$ cat src/rtl/oumux_seq_pkg.sv
// Shared definitions for the output-mux command sequencer: FSM encoding and command word layout.
package oumux_seq_pkg;

    localparam logic [0:0] ST_IDLE  = 1'b0;
    localparam logic [0:0] ST_ISSUE = 1'b1;

    // A queued command is {sel, cnt}, with sel in the upper bits.
    function automatic int cmd_width(input int selw, input int cntw);
        return selw + cntw;
    endfunction

endpackage

$ cat src/rtl/oumux_cmd_fifo.sv
// Synchronous command FIFO; pointers carry one extra wrap bit to tell full from empty.
module oumux_cmd_fifo #(
    parameter int W     = 12,
    parameter int DEPTH = 4
) (
    input  logic         clk,
    input  logic         reset_n,
    input  logic         push,
    input  logic         pop,
    input  logic [W-1:0] wdata,
    output logic [W-1:0] rdata,
    output logic         full,
    output logic         empty
);

    localparam int AW = $clog2(DEPTH);

    logic [W-1:0] mem [DEPTH];
    logic [AW:0]  wr_ptr;
    logic [AW:0]  rd_ptr;
    logic         do_push;
    logic         do_pop;

    assign full    = (wr_ptr[AW] != rd_ptr[AW]) && (wr_ptr[AW-1:0] == rd_ptr[AW-1:0]);
    assign empty   = (wr_ptr == rd_ptr);
    assign do_push = push & ~full;
    assign do_pop  = pop & ~empty;
    assign rdata   = mem[rd_ptr[AW-1:0]];

    always_ff @(posedge clk or negedge reset_n) begin
        if (!reset_n) begin
            wr_ptr <= '0;
            rd_ptr <= '0;
        end else begin
            if (do_push) wr_ptr <= wr_ptr + 1'b1;
            if (do_pop)  rd_ptr <= rd_ptr + 1'b1;
        end
    end

    // Storage is data only; validity comes from the pointers, so it needs no reset.
    always_ff @(posedge clk) begin
        if (do_push) mem[wr_ptr[AW-1:0]] <= wdata;
    end

endmodule

$ cat src/rtl/oumux_seq.sv
// Command sequencer for oumux_ctrl: pops {sel,cnt} commands, issues cnt acknowledged transfers per burst,
// holds sel for the whole burst and abandons a burst whose kernel stays silent for TIMEOUT cycles.
module oumux_seq
    import oumux_seq_pkg::*;
#(
    parameter int SELW    = 4,
    parameter int CNTW    = 8,
    parameter int DEPTH   = 4,
    parameter int TIMEOUT = 255
) (
    input  logic            clk,
    input  logic            reset_n,
    input  logic            cmd_valid,
    output logic            cmd_ready,
    input  logic [SELW-1:0] cmd_sel,
    input  logic [CNTW-1:0] cmd_cnt,
    output logic [SELW-1:0] sel,
    output logic            o_req,
    input  logic            o_ack,
    output logic            busy,
    output logic            done,
    output logic            err_to,
    input  logic            err_clr
);

    localparam int CW = cmd_width(SELW, CNTW);
    localparam int TW = $clog2(TIMEOUT + 1);

    logic [0:0]      state;
    logic [CNTW-1:0] rem;
    logic [TW-1:0]   tmo;
    logic [CW-1:0]   head;
    logic [SELW-1:0] head_sel;
    logic [CNTW-1:0] head_cnt;
    logic            full;
    logic            empty;
    logic            pop;
    logic            timeout_hit;

    assign pop         = (state == ST_IDLE) & ~empty;
    assign head_sel    = head[CW-1:CNTW];
    assign head_cnt    = head[CNTW-1:0];
    assign timeout_hit = (state == ST_ISSUE) & ~o_ack & (tmo == TW'(TIMEOUT - 1));
    assign cmd_ready   = ~full;
    assign busy        = (state != ST_IDLE) | ~empty;

    oumux_cmd_fifo #(
        .W     (CW),
        .DEPTH (DEPTH)
    ) u_fifo (
        .clk     (clk),
        .reset_n (reset_n),
        .push    (cmd_valid),
        .pop     (pop),
        .wdata   ({cmd_sel, cmd_cnt}),
        .rdata   (head),
        .full    (full),
        .empty   (empty)
    );

    always_ff @(posedge clk or negedge reset_n) begin
        if (!reset_n) begin
            state  <= ST_IDLE;
            sel    <= '0;
            rem    <= '0;
            tmo    <= '0;
            o_req  <= 1'b0;
            done   <= 1'b0;
            err_to <= 1'b0;
        end else begin
            done <= 1'b0;
            // A fresh timeout wins over a simultaneous clear so the abort is never lost.
            if (timeout_hit)  err_to <= 1'b1;
            else if (err_clr) err_to <= 1'b0;

            case (state)
                ST_IDLE: begin
                    if (!empty) begin
                        sel <= head_sel;
                        rem <= head_cnt;
                        tmo <= '0;
                        if (head_cnt == '0) begin
                            done <= 1'b1;
                        end else begin
                            state <= ST_ISSUE;
                            o_req <= 1'b1;
                        end
                    end
                end
                ST_ISSUE: begin
                    if (o_ack) begin
                        rem <= rem - CNTW'(1);
                        tmo <= '0;
                        if (rem == CNTW'(1)) begin
                            state <= ST_IDLE;
                            o_req <= 1'b0;
                            done  <= 1'b1;
                        end
                    end else begin
                        tmo <= tmo + TW'(1);
                        if (timeout_hit) begin
                            state <= ST_IDLE;
                            o_req <= 1'b0;
                        end
                    end
                end
                default: begin
                    state <= ST_IDLE;
                    o_req <= 1'b0;
                end
            endcase
        end
    end

endmodule

$ cat config.mk
export PLATFORM = sky130hd
export DESIGN_NAME = oumux_seq
export DESIGN_NICKNAME = d
export VERILOG_FILES = /design/src/rtl/oumux_seq_pkg.sv /design/src/rtl/oumux_cmd_fifo.sv /design/src/rtl/oumux_seq.sv
export SDC_FILE = /design/constraint.sdc
export NUM_CORES = 1
export LEC_CHECK = 0
export CORE_MARGIN = 2
export CORE_UTILIZATION = 61
export CTS_BUF_LIST = sky130_fd_sc_hd__clkbuf_4 sky130_fd_sc_hd__clkbuf_8
export DETAILED_ROUTE_END_ITERATION = 8
export PLACE_DENSITY_LB_ADDON = 0.25
export SLEW_MARGIN = 30
export SYNTH_ARGS = -nofsm -noshare
export SYNTH_HDL_FRONTEND = slang
export SYNTH_SLANG_ARGS = --single-unit
export TNS_END_PERCENT = 100
$ cat constraint.sdc
create_clock -name clk -period 4.35 [get_ports clk]
set_clock_uncertainty 0.1 [all_clocks]
set_input_delay 1.305 -clock clk [delete_from_list [all_inputs] [get_ports clk]]
set_output_delay 1.305 -clock clk [all_outputs]
set_load 0.01 [all_outputs]
==> results by stage <==
Setup path:
- The maximum fanout along the worst path is 16.
- The reg-to-reg critical path endpoint is u_fifo.mem[3][0].
- At the worst endpoint, the arrival time is 2.56 ns.
- The reg-to-reg critical path startpoint is u_fifo.rd_ptr[1].
- The required time of the worst setup path is 2.94 ns.
- Counting cells, the worst reg-to-reg path comes to 3.
- The most critical setup path has its endpoint at busy.
- The critical path startpoint category is a register.
- The element type at the critical path end is an output port.
- Tracing the worst setup path back leads to its startpoint at u_fifo.rd_ptr[1].
- The internal reg-to-reg setup slack is 1.86 ns.
- The critical path start-end classification is reg -> out.

Power and ir drop:
- The worst ir drop on vdd is 0.372 mV.
- The analysis attributes to cell leakage a power of 0.00150 uW.
- The power density normalized to cell area is 645 nW/um^2.
- The overall power of the completed layout is 2560 uW.

STA:
- Summed over all failing endpoints, the final setup total negative slack is 0 ns.
- The final count of negative-setup-slack endpoints is 0.
- The slew at the pin closest to its max-slew limit is 0.779 ns.
- Setup repair after global routing left no endpoint under its margin.
- The worst pin sits at a relative slew slack of 47.6%.
- The final worst-path setup slack is 0.386 ns.
- The minimum clock period after layout is 3.96 ns.
- Timing would allow up to 0.252 GHz.
- The hold violation count in the final report is 0.
- The count of final max-slew check failures is 0.
- The portion of the clock cycle consumed by the worst path in the final layout is 91.1%.

Placement:
- Input and output buffers added on the ports amount to 25.
- Routability-driven placement finished with a final weighted congestion of 0.798.
- Summed over all nets, the half-perimeter wirelength after detailed placement is 3.90 mm.
- The pre-CTS setup slack is 0.759 ns.
- The placed instance area is 3770 um^2.

Die:
- The die span in x is 79.6 um.
- The number of primary I/O pins is 26.
- The standard-cell row count is 27.
- The die covers 6330 um^2.
- For this configuration, the core starts out at a cell density of 63.3%.
- The floorplan step defined a core boundary enclosing 5510 um^2.
- The die is 79.6 um tall.

Clock tree:
- Clock-pin slew was measured on the worst setup and hold paths at 0.07 ns.
- TritonCTS built the clock tree.
- The number of post-CTS setup repair buffers is 0.
- The number of buffers added to fix hold violations after cts is 0.
- The number of H-tree branching levels is 3.
- The sink count of the clock tree is 78.
- TritonCTS created 9 clock buffers.
- The maximum clock insertion buffer count is 2.
- The post-cts resize count is 0.
- The tree is rooted in a clkbuf_8.
- At the later pin of the worst-skew pair, clock insertion delay measures 0.35 ns.

Synthesis:
- For this run, the number of Yosys warnings is 0.
- After synthesis, the most frequently instantiated cells are edfxtp_1 (48), dfrtp_1 (30), o21ai_0 (21).
- edfxtp_1 is the most common cell in the netlist.
- Counting flops with a built-in enable in the synthesized netlist gives 48.
- The area of the mapped netlist is 3480 um^2.
- The synthesized area per cell is 14.8 um^2.
- Counting every net in the synthesized netlist gives 262.
- The post-synthesis cell type count is 43.
- Of all cell types, the one taking the most synthesized area is edfxtp_1.
- After synthesis, the share of flip-flops with an asynchronous set or reset is 38.5%.
- The top cell type's share of synthesized area is 41.4%.
- In the synthesized netlist, the number of instances is 236.
- The register area share after synthesis is 62.9%.
- Sorting the synthesized cells by area gives the leading types as edfxtp_1 (41%), dfrtp_1 (22%), mux4_1 (6.8%), ha_1 (3.2%), o21ai_0 (3.0%).
- In the synthesized netlist the dominant register cell turns out to be edfxtp_1.
- The synthesized design contains 78 register bits.

Global route:
- The number of global-route vias before repair is 1,930.
- The initial antenna violation count is 0.
- The first global-routing pass estimated 9.55 mm of wire.
- Global routing used 20.5% of the available tracks across all layers.
- Global routing finished with a remaining overflow of 0.
- The largest net degree at the start of global routing is 31.

Cells and area:
- With fillers left out, the area of the finished cells amounts to 3970 um^2.
- The number of nets in the layout is 290.
- Once layout is complete, the utilization of the core stands at 72.1%.
- Cells with a size suffix above 1 make up 11.2% of the layout.
- From synthesis to final layout, the design area changed by 14.0%.
- The number of antenna repair diodes is 0.

Routing:
- The DRC violation count after routing is 0.
- Using the TritonRoute via totals, the vias-per-cell ratio works out to 5.83.
- The routed metal-1 wire length is 2.68 mm.
- The starting DRC count in detailed routing is 91.
- The wire length per cell after detailed routing is 17.1 um.
- In this run the remaining antenna-violating nets after routing total 0.
- The pre-antenna-repair detailed-routing pass consisted of 5 iterations.
- The total length of routed wires is 5.85 mm.
- The detailed router placed 1,989 vias in this run.
- In the detailed route, the total length drawn on met2 is 2.83 mm.
- Summed over all nets, wire length on met3 after detailed routing comes to 242 um.
- After detailed routing, no signal wire sits above met4.

Run status:
- The run finished with clean final reports.

Run:
- The tool flagged a number of max-cap violations equal to 0.

Worst hold path:
- The kind of path behind the tightest hold check is reg -> reg.
- Counting instances, the worst hold path has a depth of 1.
==> metrics by stage <==
stage                     std cells  hold slack (ns)
after floorplan                 236            0.351
after global placement          325            0.368
after detailed placement        325            0.367
after CTS                       341            0.382
after global routing            341            0.399
final                           341            0.376
==> layer usage <==
layer	vias to the layer above	GRT usage, %
met5	-	0
met4	0	11.6
met3	11	3.85
met2	42	31.7
met1	980	27.5
li1	956	-
==> flip-flops by register name (all words and copies together) (netlist names) <==
name,count
err_to,1
u_fifo.rd_ptr,3
sel,4
u_fifo.wr_ptr,3
done,1
u_fifo.mem,48
o_req,1
rem,8
state,1
tmo,8
==> how the worst min path moves through the flow <==
stage           start  endpoint  slack (ns)
3_5_place_dp    o_req     o_req        0.37
6_report        o_req     o_req        0.38
3_3_place_gp    o_req     o_req        0.37
2_1_floorplan  tmo[7]    tmo[7]        0.35
4_1_cts         o_req     o_req        0.38
5_1_grt         o_req     o_req        0.40
==> logic make-up after synthesis <==
| group | after synthesis | share of synthesized area [%] |
|---|---|---|
| compound gates | 47 | 8.33 |
| mux | 19 | 10.9 |
| buf+inv | 20 | 3.27 |
| flops | 78 | 62.9 |
| simple gates | 53 | 8.80 |
| xor+xnor | 10 | 2.51 |
| fa+ha+maj | 9 | 3.23 |
==> cell usage in the layout (no fill, tap or decap), types with 3 or more instances in the layout <==
| master | netlist | final |
|---|---|---|
| o22ai_1 | 3 | 3 |
| ha_1 | 9 | 9 |
| a21o_1 | 3 | 3 |
| nand2_1 | 14 | 14 |
| a21oi_1 | 8 | 8 |
| clkbuf_8 | 1 | 10 |
| and3_1 | 4 | 4 |
| nand4_1 | 3 | 3 |
| xnor2_1 | 4 | 4 |
| a2bb2oi_1 | 3 | 3 |
| edfxtp_1 | 48 | 48 |
| mux2_2 | 5 | 5 |
| o21ai_0 | 21 | 21 |
| mux4_1 | 9 | 9 |
| mux4_2 | 3 | 3 |
| inv_1 | 10 | 10 |
| nand3_1 | 7 | 7 |
| dfrtp_1 | 30 | 30 |
| and2_1 | 4 | 4 |
| nor2_1 | 9 | 9 |
| clkdlybuf4s50_1 | 0 | 25 |
| xor2_1 | 6 | 6 |
| a31oi_1 | 4 | 4 |
==> worst max-delay path, stage by stage (launching register included) <==
cell and delay, ns:
dfrtp_1 0.73, xor2_1 0.26, nor4_2 0.63, inv_1 0.08, clkdlybuf4s50_1 0.50
==> final cells by class <==
| cell class | count | area, um^2 |
|---|---|---|
| Clock buffer | 12 | 153 |
| Clock inverter | 4 | 46.3 |
| Inverter | 10 | 37.5 |
| Fill cell | 358 | 1530 |
| Tap cell | 72 | 90.1 |
| Multi-Input combinational cell | 138 | 1190 |
| Sequential cell | 78 | 2190 |
| Timing Repair Buffer | 27 | 265 |
==> report_power, final <==
group / internal (uW) / switching [uW]
registers: 1000 / 160
clock network: 292 / 252
logic: 397 / 458
(Power assumes the default switching activity.)
